File: src/rtl/uart_tx_arb_if.sv
// Two-channel source side plus UART transmitter side of the frame arbiter.
//   master : the environment (two word sources and the UART transmitter model)
//   slave  : the arbiter itself
// Per channel: data/vld/last in, ack/gnt out. UART: tx_data/tx_vld out, tx_done in.
// Status: busy (any state but idle), err_to (tx_done timeout pulse).
interface uart_tx_arb_if;
  logic [15:0] ch0_data;
  logic [15:0] ch1_data;
  logic        ch0_vld;
  logic        ch1_vld;
  logic        ch0_last;
  logic        ch1_last;
  logic        ch0_ack;
  logic        ch1_ack;
  logic        ch0_gnt;
  logic        ch1_gnt;
  logic [15:0] tx_data;
  logic        tx_vld;
  logic        tx_done;
  logic        busy;
  logic        err_to;

  modport master (
    output ch0_data, ch1_data, ch0_vld, ch1_vld, ch0_last, ch1_last, tx_done,
    input  ch0_ack, ch1_ack, ch0_gnt, ch1_gnt, tx_data, tx_vld, busy, err_to
  );

  modport slave (
    input  ch0_data, ch1_data, ch0_vld, ch1_vld, ch0_last, ch1_last, tx_done,
    output ch0_ack, ch1_ack, ch0_gnt, ch1_gnt, tx_data, tx_vld, busy, err_to
  );
endinterface

File: src/rtl/uart_tx_arb.sv
// Round-robin arbiter that lets one of two word sources own a UART transmitter for a
// whole frame. Each frame is a header word (HDR_WORD with bit0 = channel index)
// followed by data words until the source flags last or MAX_LEN words are sent.
// Exactly one word is ever outstanding at the UART; a missing tx_done for TO_CYC
// cycles abandons the frame with an err_to pulse.
// Ports:
//   clk_sys : system clock, rising edge
//   rst     : synchronous active-high reset
//   bus     : uart_tx_arb_if.slave (sources, UART, status)
module uart_tx_arb #(
  parameter logic [15:0] HDR_WORD = 16'hA5A0,
  parameter logic [19:0] MAX_LEN  = 20'd4000,
  parameter logic [19:0] TO_CYC   = 20'd100000
) (
  input  logic          clk_sys,
  input  logic          rst,
  uart_tx_arb_if.slave  bus
);

  typedef enum logic [2:0] {StIdle, StHdr, StHwait, StData, StDwait, StDone} state_e;

  state_e      state_q, state_d;
  logic        gnt_idx_q, gnt_idx_d;
  logic        rr_q;        // channel served last; ties go to the other one
  logic        last_q;
  logic [19:0] word_cnt_q;
  logic [19:0] to_cnt_q;
  logic [15:0] tx_data_q;
  logic        tx_vld_q;

  logic        req_vld;
  logic        req_last;
  logic [15:0] req_data;
  logic        arb_idx;
  logic        in_wait;
  logic        timeout;
  logic        launch;
  logic        word_done;
  logic        frame_end;

  assign req_vld  = gnt_idx_q ? bus.ch1_vld  : bus.ch0_vld;
  assign req_last = gnt_idx_q ? bus.ch1_last : bus.ch0_last;
  assign req_data = gnt_idx_q ? bus.ch1_data : bus.ch0_data;

  // Both requesting: pick the one not served last; otherwise whoever is asking.
  assign arb_idx = (bus.ch0_vld && bus.ch1_vld) ? ~rr_q : bus.ch1_vld;

  assign in_wait   = (state_q == StHwait) || (state_q == StDwait);
  // tx_done in the terminal cycle wins over the timeout.
  assign timeout   = in_wait && !tx_vld_q && !bus.tx_done && (to_cnt_q == TO_CYC - 20'd1);
  assign launch    = (state_q == StData) && req_vld;
  assign word_done = (state_q == StDwait) && bus.tx_done;
  assign frame_end = last_q || (word_cnt_q + 20'd1 == MAX_LEN);

  // State register
  always_ff @(posedge clk_sys) begin
    if (rst) begin
      state_q   <= StIdle;
      gnt_idx_q <= 1'b0;
    end else begin
      state_q   <= state_d;
      gnt_idx_q <= gnt_idx_d;
    end
  end

  // Next-state logic; the grant only changes when leaving idle.
  always_comb begin
    state_d   = state_q;
    gnt_idx_d = gnt_idx_q;
    unique case (state_q)
      StIdle: begin
        if (bus.ch0_vld || bus.ch1_vld) begin
          state_d   = StHdr;
          gnt_idx_d = arb_idx;
        end
      end
      StHdr: state_d = StHwait;
      StHwait: begin
        if (bus.tx_done)  state_d = StData;
        else if (timeout) state_d = StDone;
      end
      StData: begin
        if (req_vld) state_d = StDwait;
      end
      StDwait: begin
        if (bus.tx_done)  state_d = frame_end ? StDone : StData;
        else if (timeout) state_d = StDone;
      end
      StDone:  state_d = StIdle;
      default: state_d = StIdle;
    endcase
  end

  // Datapath: launch register, counters, round-robin pointer
  always_ff @(posedge clk_sys) begin
    if (rst) begin
      tx_vld_q   <= 1'b0;
      tx_data_q  <= 16'h0;
      last_q     <= 1'b0;
      word_cnt_q <= 20'd0;
      to_cnt_q   <= 20'd0;
      rr_q       <= 1'b1;  // "ch1 served last" so ch0 wins the first tie
    end else begin
      tx_vld_q <= 1'b0;
      if (state_q == StHdr) begin
        tx_vld_q  <= 1'b1;
        tx_data_q <= {HDR_WORD[15:1], gnt_idx_q};
      end else if (launch) begin
        tx_vld_q  <= 1'b1;
        tx_data_q <= req_data;
        last_q    <= req_last;
      end

      if (word_done)               word_cnt_q <= word_cnt_q + 20'd1;
      else if (state_q == StDone)  word_cnt_q <= 20'd0;

      // Held at zero through the launch cycle, then counts waiting cycles.
      if (in_wait && !tx_vld_q) to_cnt_q <= to_cnt_q + 20'd1;
      else                      to_cnt_q <= 20'd0;

      if (state_q == StDone) rr_q <= gnt_idx_q;
    end
  end

  // Outputs
  always_comb begin
    bus.busy    = (state_q != StIdle);
    bus.ch0_gnt = (state_q != StIdle) && !gnt_idx_q;
    bus.ch1_gnt = (state_q != StIdle) &&  gnt_idx_q;
    bus.ch0_ack = word_done && !gnt_idx_q && !rst;
    bus.ch1_ack = word_done &&  gnt_idx_q && !rst;
    bus.err_to  = timeout && !rst;
    bus.tx_data = tx_data_q;
    bus.tx_vld  = tx_vld_q;
  end

endmodule

File: src/flat_wrapper.sv
// flat-port wrapper written by rule: the top's interface ports become plain ports
module uart_tx_arb_flat 
#(
  parameter logic [15:0] HDR_WORD = 16'hA5A0,
  parameter logic [19:0] MAX_LEN  = 20'd4000,
  parameter logic [19:0] TO_CYC   = 20'd100000
)
  (clk_sys, rst, bus_ch0_data, bus_ch1_data, bus_ch0_vld, bus_ch1_vld, bus_ch0_last, bus_ch1_last, bus_tx_done, bus_ch0_ack, bus_ch1_ack, bus_ch0_gnt, bus_ch1_gnt, bus_tx_data, bus_tx_vld, bus_busy, bus_err_to);
  uart_tx_arb_if bus_i ();
  input  logic clk_sys;
  input  logic rst;
  input wire logic [$bits(bus_i.ch0_data)-1:0] bus_ch0_data;
  input wire logic [$bits(bus_i.ch1_data)-1:0] bus_ch1_data;
  input wire logic [$bits(bus_i.ch0_vld)-1:0] bus_ch0_vld;
  input wire logic [$bits(bus_i.ch1_vld)-1:0] bus_ch1_vld;
  input wire logic [$bits(bus_i.ch0_last)-1:0] bus_ch0_last;
  input wire logic [$bits(bus_i.ch1_last)-1:0] bus_ch1_last;
  input wire logic [$bits(bus_i.tx_done)-1:0] bus_tx_done;
  output wire logic [$bits(bus_i.ch0_ack)-1:0] bus_ch0_ack;
  output wire logic [$bits(bus_i.ch1_ack)-1:0] bus_ch1_ack;
  output wire logic [$bits(bus_i.ch0_gnt)-1:0] bus_ch0_gnt;
  output wire logic [$bits(bus_i.ch1_gnt)-1:0] bus_ch1_gnt;
  output wire logic [$bits(bus_i.tx_data)-1:0] bus_tx_data;
  output wire logic [$bits(bus_i.tx_vld)-1:0] bus_tx_vld;
  output wire logic [$bits(bus_i.busy)-1:0] bus_busy;
  output wire logic [$bits(bus_i.err_to)-1:0] bus_err_to;
  assign bus_i.ch0_data = bus_ch0_data;
  assign bus_i.ch1_data = bus_ch1_data;
  assign bus_i.ch0_vld = bus_ch0_vld;
  assign bus_i.ch1_vld = bus_ch1_vld;
  assign bus_i.ch0_last = bus_ch0_last;
  assign bus_i.ch1_last = bus_ch1_last;
  assign bus_i.tx_done = bus_tx_done;
  assign bus_ch0_ack = bus_i.ch0_ack;
  assign bus_ch1_ack = bus_i.ch1_ack;
  assign bus_ch0_gnt = bus_i.ch0_gnt;
  assign bus_ch1_gnt = bus_i.ch1_gnt;
  assign bus_tx_data = bus_i.tx_data;
  assign bus_tx_vld = bus_i.tx_vld;
  assign bus_busy = bus_i.busy;
  assign bus_err_to = bus_i.err_to;
  uart_tx_arb #(.HDR_WORD(HDR_WORD), .MAX_LEN(MAX_LEN), .TO_CYC(TO_CYC)) u_core (.clk_sys(clk_sys), .rst(rst), .bus(bus_i));
endmodule
File: config.mk
export PLATFORM = sky130hd
export DESIGN_NAME = uart_tx_arb_flat
export DESIGN_NICKNAME = d
export VERILOG_FILES = /design/src/rtl/uart_tx_arb_if.sv /design/src/rtl/uart_tx_arb.sv /design/src/flat_wrapper.sv
export SDC_FILE = /design/constraint.sdc
export NUM_CORES = 1
export LEC_CHECK = 0
export BUFFER_PORTS_ARGS = -buffer_cell sky130_fd_sc_hd__buf_2
export CAP_MARGIN = 20
export CELL_PAD_IN_SITES_DETAIL_PLACEMENT = 0
export CELL_PAD_IN_SITES_GLOBAL_PLACEMENT = 2
export CORE_MARGIN = 4
export CORE_UTILIZATION = 33
export DETAILED_ROUTE_END_ITERATION = 10
export GPL_TIMING_DRIVEN = 1
export PLACE_DENSITY_LB_ADDON = 0.1
export SYNTH_ARGS = -nofsm -noshare
export SYNTH_HDL_FRONTEND = slang
export SYNTH_SLANG_ARGS = --single-unit
File: constraint.sdc
create_clock -name clk_sys -period 2.6 [get_ports clk_sys]
set_input_delay 0.39 -clock clk_sys [delete_from_list [all_inputs] [get_ports clk_sys]]
set_output_delay 0.39 -clock clk_sys [all_outputs]
set_load 0.02 [all_outputs]
==> results.cfg <==
[run_status]
status = complete, no violations

[logic_synthesis]
yosysWarnings = 0
synthArstFlopShare_pct = 0
syn_area_sq_um = 3500
synth-edff-count = 0
synth.distinct_cells = 57
synth_fp_nets = 471
ys_ff_latch = 63
synth_cells = 430
syn_area_per_cell_sq_um = 8.14
synth-seq-area-share_pct = 36.1
ys.flop_type = dfxtp_1

[setup_path]
critPathArrivalTime_ns = 2.04
worstSetupEndpointType = output pin
crit_path_max_incr_delay_ns = 0.37
criticalPathCategory = flop to output pin
crit_chain = nor2b_1 > buf_4 > nand3b_1 > buf_4 > nor3_1 > buf_2
worstSetupStartpointType = flop
r2r_slack_ns = 0.30
reg2reg_to = u_core.state_q[1]
crit_family = buffers and inverters
critPathSlowestCell = dfxtp_1
crit_required_ns = 2.21
regToRegStartpoint = u_core.word_cnt_q[4]
critPathMaxFanout = 9
critPathBufInv = 3
cpMostUsedCell = buf_4
r2r_cells = 5
critical_path_depth = 6

[cts]
post_cts.repair.setup_buffers = 0
cts.sinks = 63
cts.path.max_buffers = 2
clk_pin_slew_worst_paths_ns = 0.07
clk_latency_ns = 0.34
cts-htree-levels = 3
numCtsBuffers = 9
cts_root_buf = clkbuf_8
cts_tree = built

[finish]
area_delta_synth_final_pct = 21.1
final_cell_mix = dfxtp_1, buf_2, nor2_1
layout-drive-gt1-share_pct = 22.0
seq_area_sq_um = 1260
n_antenna_cell = 0
fillers = 1063
multi_input_area_sq_um = 2080
fin_util_pct = 41.0
final_cells = 636
nNetsFinal = 536
final_common_cell = dfxtp_1

[sta]
fin_ws_ns = 0.170
fmax_mhz = 412
rsz0062_at_grt = no
worstMarginPinSlew_ns = 0.506
final.period_utilization_pct = 93.5
slew_headroom_pct = 66.0
finalHoldViolations = 0
period_minus_slack_ns = 2.43
finalSetupViolCount = 0
fin_worst_skew_ns = 0.0114
setup_tns_ns = 0
slew_viol_final = 0

[min_path]
min_path_type = primary input to flop
hp-start = bus_ch1_vld
whs_endpoint = u_core.gnt_idx_q
hold_depth = 3

[power_and_ir_drop]
peakVddDrop_uv = 301
power_density_nw_per_um2 = 522
p_leak_nw = 1.55
power_mw = 2.21

[detailed_routing]
vias_per_cell = 5.16
wire_per_inst_um = 14.7
vias = 3282
dr.pass1.iters = 4
routed_wl_um = 9370
drc = 0
drt.antenna.violating_nets = 0
drt_iter0_drc = 178

[die]
core_area_sq_um = 10300
row_count = 37
dieArea_sq_um = 12300
pin_count = 62
die_height_um = 111
start_util_pct = 33.9
die_x_um = 111

[global_route]
grt_pass1_wl_um = 16200
antenna_found_initial = 0
grt_use_total_pct = 15.8
globalRoute.totalOverflow = 0
first_global_vias = 3279
grt_max_degree = 35

[placement]
gp_congestion = 0.792
preCtsSetupSlack_ns = 0.337
dp_cells = 620
place_hpwl_um = 6720
port_buffers = 61

[job]
maxCapViolations = 0
-- synth_stat cells, drive strengths merged, types with 11 or more instances --
library cell  count  area, sq um
a211oi           24          180
clkbuf           20         75.1
inv              13         48.8
dfxtp            63         1260
mux2i            19          190
nand3            20          100
nor4             11         90.1
o21ai            19         95.1
nand2            25         96.4
a21oi            24          120
nor3             21          105
xnor2            15          131
nor2             60          225
-- worst reg2reg max path, cell delays in order, from the launching register on --
cell and delay, ns:
dfxtp_1 0.58, nand2_2 0.18, nor4_1 0.49, mux2i_1 0.16
or4_4 0.44, o311a_1 0.35
-- timing repair --
action / in CTS / in global routing
resized for setup: 0 / 1
hold buffers: 0 / 0
endpoints found under the setup margin: 0 / 1
-- per-stage QoR --
stage / hold WS [ns] / area [sq um]
2_1_floorplan: 0.426 / 3500
4_1_cts: 0.314 / 4230
3_5_place_dp: 0.450 / 4020
6_report: 0.346 / 4240
5_1_grt: 0.352 / 4240
3_3_place_gp: 0.443 / 4020
-- state kept, by name, indices dropped and copies added, names as in the netlist --
register,cells
u_core.bus.tx_vld,1
u_core.gnt_idx_q,1
u_core.last_q,1
u_core.state_q,3
u_core.bus.tx_data,16
u_core.word_cnt_q,20
u_core.rr_q,1
u_core.to_cnt_q,20
-- how the worst max path moves through the flow --
stage                         start  slack, ns           endpoint
2_1_floorplan  u_core.word_cnt_q[0]       0.27  u_core.state_q[1]
3_3_place_gp   u_core.word_cnt_q[3]       0.35  u_core.state_q[1]
3_5_place_dp   u_core.word_cnt_q[4]       0.34  u_core.state_q[1]
4_1_cts           u_core.state_q[1]       0.14        bus_ch0_ack
5_1_grt           u_core.state_q[1]       0.08        bus_ch0_ack
6_report          u_core.state_q[1]       0.17        bus_ch0_ack
-- final cells by class --
type,instances,area share (%)
clock inverters,3,0.945
clock buffers,13,3.99
flip-flops and latches,63,29.8
multi-input cells,325,49.0
inverters,13,1.15
repair buffers,83,11.1
well taps,136,4.02
-- logic make-up (layout without fill, tap and decap cells) --
kind of cell,after synthesis,after routing,synth area share [%]
simple gates,192,192,30.6
compound gates,90,90,16.8
flops,63,63,36.1
buf+inv,42,112,4.79
xor+xnor,21,21,5.26
mux,20,20,5.76
fa+ha+maj,2,2,0.715
-- routing by layer --
metal	track usage (%)	routed length (um)	vias up
met5	0	0	-
met4	4.60	102	0
met3	4.91	593	9
met2	24.2	4060	73
met1	21.3	4620	1499
li1	-	-	1701
-- power breakdown --
group | switching [mW] | leakage, nW | total (mW) | internal, mW
clock network | 0.389 | 0.109 | 0.908 | 0.519
registers | 0.0222 | 0.510 | 1.02 | 0.996
logic | 0.168 | 0.927 | 0.283 | 0.115
Note: power is estimated with default switching activity, not from simulation.
